File: config.mk
export PLATFORM = sky130hd
export DESIGN_NAME = operand_bypass_unit
export DESIGN_NICKNAME = d
export VERILOG_FILES = /design/src/rtl/operand_bypass_unit.sv
export SDC_FILE = /design/constraint.sdc
export NUM_CORES = 1
export LEC_CHECK = 0
export CAP_MARGIN = 20
export CORE_AREA = 10 10 129 131
export DETAILED_ROUTE_END_ITERATION = 10
export DIE_AREA = 0 0 139 141
export DONT_BUFFER_PORTS = 1
export MAX_ROUTING_LAYER = met4
export PLACE_DENSITY = 0.55
export SLEW_MARGIN = 20
export SYNTH_ARGS = -nofsm -noshare
export SYNTH_HDL_FRONTEND = slang
export SYNTH_SLANG_ARGS = --single-unit
File: constraint.sdc
create_clock -name CLK -period 2.3 [get_ports CLK]
set_input_delay 0.46 -clock CLK [delete_from_list [all_inputs] [get_ports CLK]]
set_output_delay 0.46 -clock CLK [all_outputs]
set_load 0.02 [all_outputs]
File: src/rtl/operand_bypass_unit.sv
// operand_bypass_unit
// Operand forwarding and load-use hazard detection for the EX stage.
// A small tag pipeline records the destination register, write-enable,
// load and link flags of every instruction in flight after EX. Each ALU
// source is taken from the youngest matching stage (ALU result or PC+4),
// or from the register file or immediate when no stage matches. A stall
// is raised when the youngest match is a load that has not reached the
// last tracked slot, because its data does not exist yet.
module operand_bypass_unit #(
  parameter int XLEN    = 32,
  parameter int NUM_SRC = 2,
  parameter int DEPTH   = 2,
  parameter int RA_W    = 5,
  parameter int SEL_W   = $clog2(DEPTH + 1)
) (
  input  logic                     CLK,
  input  logic                     RSTn,
  input  logic                     pipe_en,
  input  logic                     flush,
  input  logic                     issue_valid,
  input  logic [RA_W-1:0]          issue_rd,
  input  logic                     issue_we,
  input  logic                     issue_is_load,
  input  logic                     issue_is_link,
  input  logic [NUM_SRC*RA_W-1:0]  src_addr,
  input  logic [NUM_SRC-1:0]       src_used,
  input  logic [NUM_SRC-1:0]       src_use_imm,
  input  logic [NUM_SRC*XLEN-1:0]  src_rf_data,
  input  logic [XLEN-1:0]          imm,
  input  logic [DEPTH*XLEN-1:0]    stage_wdata,
  input  logic [DEPTH*XLEN-1:0]    stage_link,
  output logic [NUM_SRC*XLEN-1:0]  operand,
  output logic [NUM_SRC*SEL_W-1:0] fwd_sel,
  output logic                     stall,
  output logic [31:0]              stall_cnt
);

  // Tag slots: index 0 is the EX/MEM entry, DEPTH-1 the MEM/WB entry.
  logic [DEPTH-1:0] r_valid;
  logic [DEPTH-1:0] r_we;
  logic [DEPTH-1:0] r_is_load;
  logic [DEPTH-1:0] r_is_link;
  logic [RA_W-1:0]  r_rd [DEPTH];
  logic [31:0]      r_stall_cnt;

  logic [NUM_SRC*XLEN-1:0]  w_operand;
  logic [NUM_SRC*SEL_W-1:0] w_fwd_sel;
  logic                     w_stall;

  // Per-source operand selection: youngest matching slot wins, else RF/imm.
  always_comb begin
    logic [RA_W-1:0] w_addr;
    logic [XLEN-1:0] w_data;
    logic [SEL_W-1:0] w_sel;
    logic            w_load_hit;
    // NOTE: every combinational output gets a default before any branch so
    // no path leaves a value unassigned and no latch is inferred.
    w_operand  = '0;
    w_fwd_sel  = '0;
    w_stall    = 1'b0;
    w_addr     = '0;
    w_data     = '0;
    w_sel      = '0;
    w_load_hit = 1'b0;
    for (int i = 0; i < NUM_SRC; i++) begin
      w_addr     = src_addr[i*RA_W +: RA_W];
      w_data     = src_use_imm[i] ? imm : src_rf_data[i*XLEN +: XLEN];
      w_sel      = '0;
      w_load_hit = 1'b0;
      // Walk oldest to youngest so the youngest match overwrites the rest.
      for (int k = DEPTH - 1; k >= 0; k--) begin
        if (r_valid[k] && r_we[k] && (r_rd[k] == w_addr) && (w_addr != '0) &&
            src_used[i] && !src_use_imm[i]) begin
          w_sel      = SEL_W'(k + 1);
          w_data     = r_is_link[k] ? stage_link[k*XLEN +: XLEN]
                                    : stage_wdata[k*XLEN +: XLEN];
          w_load_hit = r_is_load[k] && (k < DEPTH - 1);
        end
      end
      w_operand[i*XLEN +: XLEN]   = w_data;
      w_fwd_sel[i*SEL_W +: SEL_W] = w_sel;
      w_stall                     = w_stall | w_load_hit;
    end
  end

  // Tag pipeline: shift on pipe_en, inserting the issued instruction or a bubble.
  always_ff @(posedge CLK or negedge RSTn) begin
    if (!RSTn) begin
      // NOTE: the tag array is a handful of flops, not a RAM, so every field
      // is reset; only valid matters functionally, the rest keeps X out of sim.
      r_valid   <= '0;
      r_we      <= '0;
      r_is_load <= '0;
      r_is_link <= '0;
      for (int k = 0; k < DEPTH; k++) begin
        r_rd[k] <= '0;
      end
    end else if (pipe_en) begin
      // NOTE: non-blocking assignments make every slot read its neighbour's
      // pre-edge value, so the shift order inside the loop does not matter.
      for (int k = DEPTH - 1; k > 0; k--) begin
        r_valid[k]   <= r_valid[k-1];
        r_we[k]      <= r_we[k-1];
        r_is_load[k] <= r_is_load[k-1];
        r_is_link[k] <= r_is_link[k-1];
        r_rd[k]      <= r_rd[k-1];
      end
      // A stalled or flushed issue becomes a bubble in slot 0.
      r_valid[0]   <= issue_valid & ~flush & ~w_stall;
      r_we[0]      <= issue_we;
      r_is_load[0] <= issue_is_load;
      r_is_link[0] <= issue_is_link;
      r_rd[0]      <= issue_rd;
    end
  end

  // Saturating count of cycles in which the pipeline advanced under a stall.
  always_ff @(posedge CLK or negedge RSTn) begin
    if (!RSTn) begin
      r_stall_cnt <= '0;
    end else if (pipe_en && w_stall && (r_stall_cnt != 32'hFFFF_FFFF)) begin
      r_stall_cnt <= r_stall_cnt + 32'd1;
    end
  end

  assign operand   = w_operand;
  assign fwd_sel   = w_fwd_sel;
  assign stall     = w_stall;
  assign stall_cnt = r_stall_cnt;

endmodule

==> results.cfg, run 1 <==
[logic_synthesis]
synth_area_um2 = 5120
yosysSeqAreaShare_pct = 24.0
synth_cell_types = 36
ys_async_sr_fraction_pct = 100
syn_inst = 590
synth_edf_count = 0
yosys_warnings = 0
syn-num-nets = 842
avgSynthCellArea_um2 = 8.67
ys_ff_latch = 49
synth_ff_type = dfrtp_1

[critical_path]
cp-startpoint = r_rd[2]
arrival_ns = 2.28
regToRegSetupSlack_ns = -0.15
rr_worst_depth = 11
cp.required_ns = 1.84
crit_type = reg -> out
r2r-end = stall_cnt[31]
crit_path_end_kind = output port
timing.rr.start = r_rd[5]
crit_path_max_fanout = 8
cp-start-kind = flip-flop

[floorplanning]
start_util_pct = 36.0
num_rows = 44
boundaryPins = 352
die_x_um = 139
dieArea_um2 = 19600
coreArea_um2 = 14200
die_height_um = 141

[route]
routedWlPerCell_um = 30.1
drc = 0
antenna_left = 0
via_per_inst = 6.01
drt-pass1-iter-count = 4
wirelength_um = 26100
routed-via-count = 5228
drt-initial-drc-count = 238

[layout]
final_common_cell = mux2i_1
final_cell_mix = 96 x mux2i_1, 67 x buf_4, 47 x mux2_2
multi_input_area_um2 = 5450
fillers = 1130
area_growth_syn_to_layout_pct = 71.0
final_nets = 935
drive_gt1_share_pct = 61.6
seq_area_um2 = 1230
final_cells = 870

[place]
placed_cells = 819
hpwl_um = 18800
gp_congestion = 0.968
port_buffers = 0
place_ws_ns = -0.354

[power]
power_mw = 2.99
vdd_ir_drop_max_v = 0.000460
p_leak_nw = 3.75
powerDensity_nw_per_um2 = 342

[clocking]
cts_tree = done
root_buffer = clkbuf_16
worstSkewPairLatency_ns = 0.28
numCtsBuffers = 5
h-tree-depth = 2
cts.reportedPaths.clkPinSlew_ns = 0.06
clock_sinks = 49
clock_path_buffers = 2

[sta]
drv_slew = 0
max_clock_freq_mhz = 365
fin_crit_sh_pct = 119
setup_ws_ns = -0.441
period_needed_ns = 2.74
setup_viol = 94
tightest_slew_ns = 0.631
fin_setup_tns_ns = -25.51
finClkSkew_ns = 0.00361
maxSlewHeadroom_pct = 56.7
hold_viol = 0
rsz0062_at_grt = yes
hold_slack_ns = 0.0290

[hold_path]
hold_class = in -> async

[grt]
first_global_vias = 5542
grt_start_max_net_pins = 50
grt-ovfl-total = 0
track_usage_pct = 24.2
grt_pass1_wl_um = 36400
antenna_found_initial = 3

[flow_run]
maxCapViolations = 0

[outcome]
violations = negative setup slack
outcome = complete, but fails checks
-- where the power goes --
group / internal (mW) / switching [mW] / total, mW / leakage (nW)
Clock: 0.427 / 0.295 / 0.722 / 0.0700
Combinational: 0.597 / 0.721 / 1.32 / 3.05
Sequential: 0.900 / 0.0487 / 0.949 / 0.630
Total: 1.92 / 1.07 / 2.99 / 3.75
-- routing by layer --
| metal | vias up | global-route usage (%) | wire length [um] |
|---|---|---|---|
| met5 | - | - | 0 |
| met4 | 0 | 4.45 | 522 |
| met3 | 37 | 6.21 | 1860 |
| met2 | 229 | 42.7 | 13900 |
| met1 | 2628 | 27.2 | 9870 |
| li1 | 2334 | - | - |
-- per-stage QoR --
stage	utilization (%)	cell area, um^2
floorplan	-	6280
global placement	49.1	6970
detailed placement	49.1	6970
CTS	57.1	8110
global route	61.6	8750
finish	61.6	8750
-- cells in the mapped netlist (3+ instances only) --
cell | count | share of area, %
mux2i_1 | 128 | 25
nand2_1 | 55 | 4.0
dfrtp_1 | 49 | 24
mux2_2 | 47 | 10
nor2_1 | 42 | 3.1
a211oi_1 | 32 | 4.7
a21oi_1 | 32 | 3.1
o21ai_0 | 31 | 3.0
clkbuf_1 | 30 | 2.2
xnor2_1 | 28 | 4.8
xor2_1 | 23 | 3.9
nand3_1 | 11 | 1.1
nand4_1 | 10 | 1.2
nor3_1 | 10 | 0.98
buf_2 | 9 | 0.88
nor4_1 | 8 | 0.98
buf_1 | 6 | 0.44
inv_1 | 5 | 0.37
nor4_2 | 5 | 1.2
and3_1 | 4 | 0.49
nor2b_1 | 4 | 0.49
o21ai_1 | 4 | 0.39
or4_1 | 3 | 0.44
-- worst max-delay path, cell delays in order (launching register included) --
cell	delay [ns]
dfrtp_1	0.41
xnor2_1	0.21
nand4_1	0.14
or4b_4	0.61
clkbuf_16	0.24
nand2_4	0.08
o21ai_4	0.06
mux2i_4	0.24
-- layout make-up --
class                      instances  share of cell area [%]
antenna                            3                  0.0858
clock buffer                       7                    1.63
inverter                           5                   0.215
multi-input combinational        490                    62.3
sequential                        49                    14.1
tap                              184                    2.63
timing repair buffer             132                    19.0
-- flip-flops by register name (all words and copies together), names as in the netlist --
signal,cells
stall_cnt,32
r_rd,10
r_is_link,2
r_valid,2
r_we,2
r_is_load,1
-- worst max path at each step --
stage	slack, ns	endpoint
after floorplan	-0.09	operand[49]
after global placement	-0.31	operand[18]
after detailed placement	-0.35	operand[2]
after CTS	-0.47	operand[2]
after global routing	-0.52	operand[5]
final	-0.44	operand[5]
-- cell families after synthesis --
group / synth area share [%]
multiplexers: 35.4
AND/OR/NAND/NOR: 15.6
AO/OA/AOI/OAI: 12.1
XOR/XNOR: 8.73
buffers and inverters: 4.04
flip-flops: 24.0
adder cells (fa/ha/maj): 0.245
-- what timing repair did --
action | CTS | global route
hold buffers | 1 | 0
resized for setup | 125 | 105
endpoints found under the hold margin | 49 | 0
buffers inserted | 16 | 13
endpoints found under the setup margin | 81 | 91
pin swaps | 42 | 36
gates cloned | 12 | 6
Power figures use the tool's default switching activity.
==> run 2: changes to the inputs <==
- ABC_AREA: unset -> 1
- CORE_AREA: 10 10 129 131 -> 10 10 130 132
- DIE_AREA: 0 0 139 141 -> 0 0 140 142
- PLACE_DENSITY: 0.55 -> 0.63
==> run 2 against run 1 <==
  * Register-to-register slack improved by 0.47 ns
  * Final area fell by 11%
  * Via count rose by 42%
  * Critical endpoint is now operand[4]
  * Critical path type unchanged
  * Synthesized cell count rose by 82%
  * Worst hold slack got worse by 0.0094 ns
  * Clock power rose by 16%
  * Count of clock-buffer cells in the layout fell by 2
  * Routed wire length rose by 10%
  * Sequential share of layout area rose by 1.8 points
  * Sequential power fell by 2.4%
  * First-iteration DRC count rose by 110%
  * The flow still finishes with violations (negative setup slack)
==> results.cfg, run 2 <==
[place]
gp_congestion = 0.993
place_ws_ns = 0.0975
placed_cells = 1271
port_buffers = 0
hpwl_um = 22500

[route]
wl_met3_um = 3680
drc = 0
via_per_inst = 5.69
dr.max_layer_used = met4
antenna_left = 0
wirelength_um = 28800
routed-via-count = 7406
dr_wl_met2_um = 13700
drt-pass1-iter-count = 5
routedWlPerCell_um = 22.1
drt-initial-drc-count = 488
m1WireLength_um = 10500

[layout]
area_growth_syn_to_layout_pct = 24.5
largest_reg_flops = 32
utilization_pct = 54.2
drive_gt1_share_pct = 22.9
final_cells = 1302
final_common_cell = nand2_1
final_nets = 1361
final_cell_mix = 407 x nand2_1, 104 x nor2_1, 85 x inv_1

[clocking]
clock_sinks = 49
worstSkewPairLatency_ns = 0.29
clock_path_buffers = 2
h-tree-depth = 2
numCtsBuffers = 5
root_buffer = clkbuf_16
cts.reportedPaths.clkPinSlew_ns = 0.07
cts_tree = done

[grt]
grt_pass1_wl_um = 40800
antenna_found_initial = 7
first_global_vias = 6864
track_usage_pct = 26.2
grt_start_max_net_pins = 50
grt-ovfl-total = 0

[critical_path]
crit_type = reg -> out
crit_path_max_fanout = 15
crit_path_end_kind = output port
cpPeakStageDelay_ns = 0.43
cp.required_ns = 1.84
cp-start-kind = flip-flop
arrival_ns = 1.93
crit_slowest_cell = dfrtp_1
crit_chain = xor2_1, nor3_2, nand2_2, buf_12, buf_12, o211ai_1, nand2_2

[logic_synthesis]
ys_top_cells_by_count = 479 x nand2_1, 108 x nor2_1, 89 x inv_1
avgSynthCellArea_um2 = 5.80
yosys-top-cells-area = nand2_1 29%, dfrtp_1 20%, mux2i_1 9.0%, nor2_1 6.5%, nand3_1 6.3%
synth_cell_types = 32
synth_ff_type = dfrtp_1
ys_async_sr_fraction_pct = 100
yosysTopAreaCell = nand2_1
yosysSeqAreaShare_pct = 19.7
synth_top_area_share_pct = 28.9
synth_most_common_cell = nand2_1
synth_area_um2 = 6230
ys_ff_latch = 49
yosys_warnings = 0
syn-num-nets = 1327
synth_edf_count = 0
syn_inst = 1075

[sta]
maxSlewHeadroom_pct = 70.8
rsz0062_at_grt = yes
period_needed_ns = 2.39
setup_ws_ns = -0.0929
setup_viol = 33
finClkSkew_ns = 0.00753
drv_slew = 0
hold_viol = 0
fin_crit_sh_pct = 104
tightest_slew_ns = 0.438
max_clock_freq_mhz = 418

[power]
power_mw = 2.75
powerDensity_nw_per_um2 = 355
vdd_ir_drop_max_v = 0.000301
p_leak_nw = 3.99

[floorplanning]
coreArea_um2 = 14300
dieArea_um2 = 19900
die_x_um = 140
boundaryPins = 352
num_rows = 44
start_util_pct = 43.5
die_height_um = 142

[hold_path]
hold_class = in -> async

[outcome]
violations = negative setup slack
outcome = complete, but fails checks

[flow_run]
maxCapViolations = 0
[run 2: cell types whose count changed after synthesis, sizes merged, moves of 26 or more]
| cell | before | now |
|---|---|---|
| mux2 | 47 | 0 |
| nor2 | 42 | 108 |
| a211oi | 32 | 0 |
| mux2i | 128 | 56 |
| o21bai | 0 | 26 |
| a21oi | 32 | 3 |
| nand3 | 11 | 90 |
| nand2 | 55 | 483 |
| inv | 5 | 90 |
[run 2: worst paths after layout]
kind / from / to / slack (ns) / cells past startpoint
max in group asynchronous: RSTn / r_is_link[1] / 2.04 / 1
hold reg to reg: r_we[1] / r_we[1] / 0.49 / 2
setup reg to reg: r_rd[6] / stall_cnt[30] / 0.32 / 10
hold / removal: RSTn / stall_cnt[21] / 0.02 / 1
setup / recovery: r_rd[2] / operand[4] / -0.09 / 7
min in group CLK: pipe_en / r_rd[6] / 0.27 / 1
[run 2: per-stage QoR]
stage | area (um^2) | TNS [ns] | hold WS [ns]
2_1_floorplan | 6270 | 0 | 0.164
3_3_place_gp | 6870 | 0 | 0.166
3_5_place_dp | 6870 | 0 | 0.166
4_1_cts | 7370 | -1.87 | 0.0298
5_1_grt | 7750 | -5.72 | 0.0335
6_report | 7750 | -1.19 | 0.0196
[run 2: final cells by class]
class	instances	area [um^2]
clock buffers	5	125
fillers	1467	6560
clock inverters	2	38.8
multi-input cells	873	4830
inverters	95	370
repair buffers	85	913
flip-flops and latches	49	1230
diodes	9	22.5
well taps	184	230
[run 2: logic make-up (layout without fill, tap and decap cells)]
kind of cell               count (synthesis)  after routing  synth area share [%]
and+or+nand+nor                          702            702                  46.6
buffers and inverters                    153            187                  10.8
AOI/OAI and AO/OA                         99             99                  11.6
muxes                                     56             56                  9.00
DFF                                       49             49                  19.7
xor gates and xnor gates                  15             15                  2.11
adders and majority gates                  1              1                 0.201
other                                      0              9                     0
[run 2: worst max-delay path: cells and delay by family (launching register included)]
family / cells / cell delay [ns]
simple gates: 3 / 0.49
compound gates: 1 / 0.19
flops: 1 / 0.43
xor+xnor: 1 / 0.18
buf+inv: 2 / 0.32
[run 2: what timing repair did]
| action | 4_1_cts | 5_1_grt |
|---|---|---|
| gates cloned | 0 | 4 |
| endpoints found under the hold margin | 49 | 0 |
| pin swaps | 5 | 20 |
| gates resized for setup | 79 | 67 |
| setup buffers | 4 | 7 |
| endpoints found under the setup margin | 57 | 74 |
| hold buffers | 1 | 0 |
[run 2: routing by layer]
layer	GRT usage [%]	vias to the layer above
li1	-	3476
met1	30.2	3455
met2	42.1	411
met3	10.8	64
met4	5.71	0
met5	-	-
[run 2: power by group]
part / total, mW / switching (mW) / internal (mW)
Clock: 0.841 / 0.329 / 0.511
Combinational: 0.984 / 0.629 / 0.355
Sequential: 0.926 / 0.0346 / 0.892
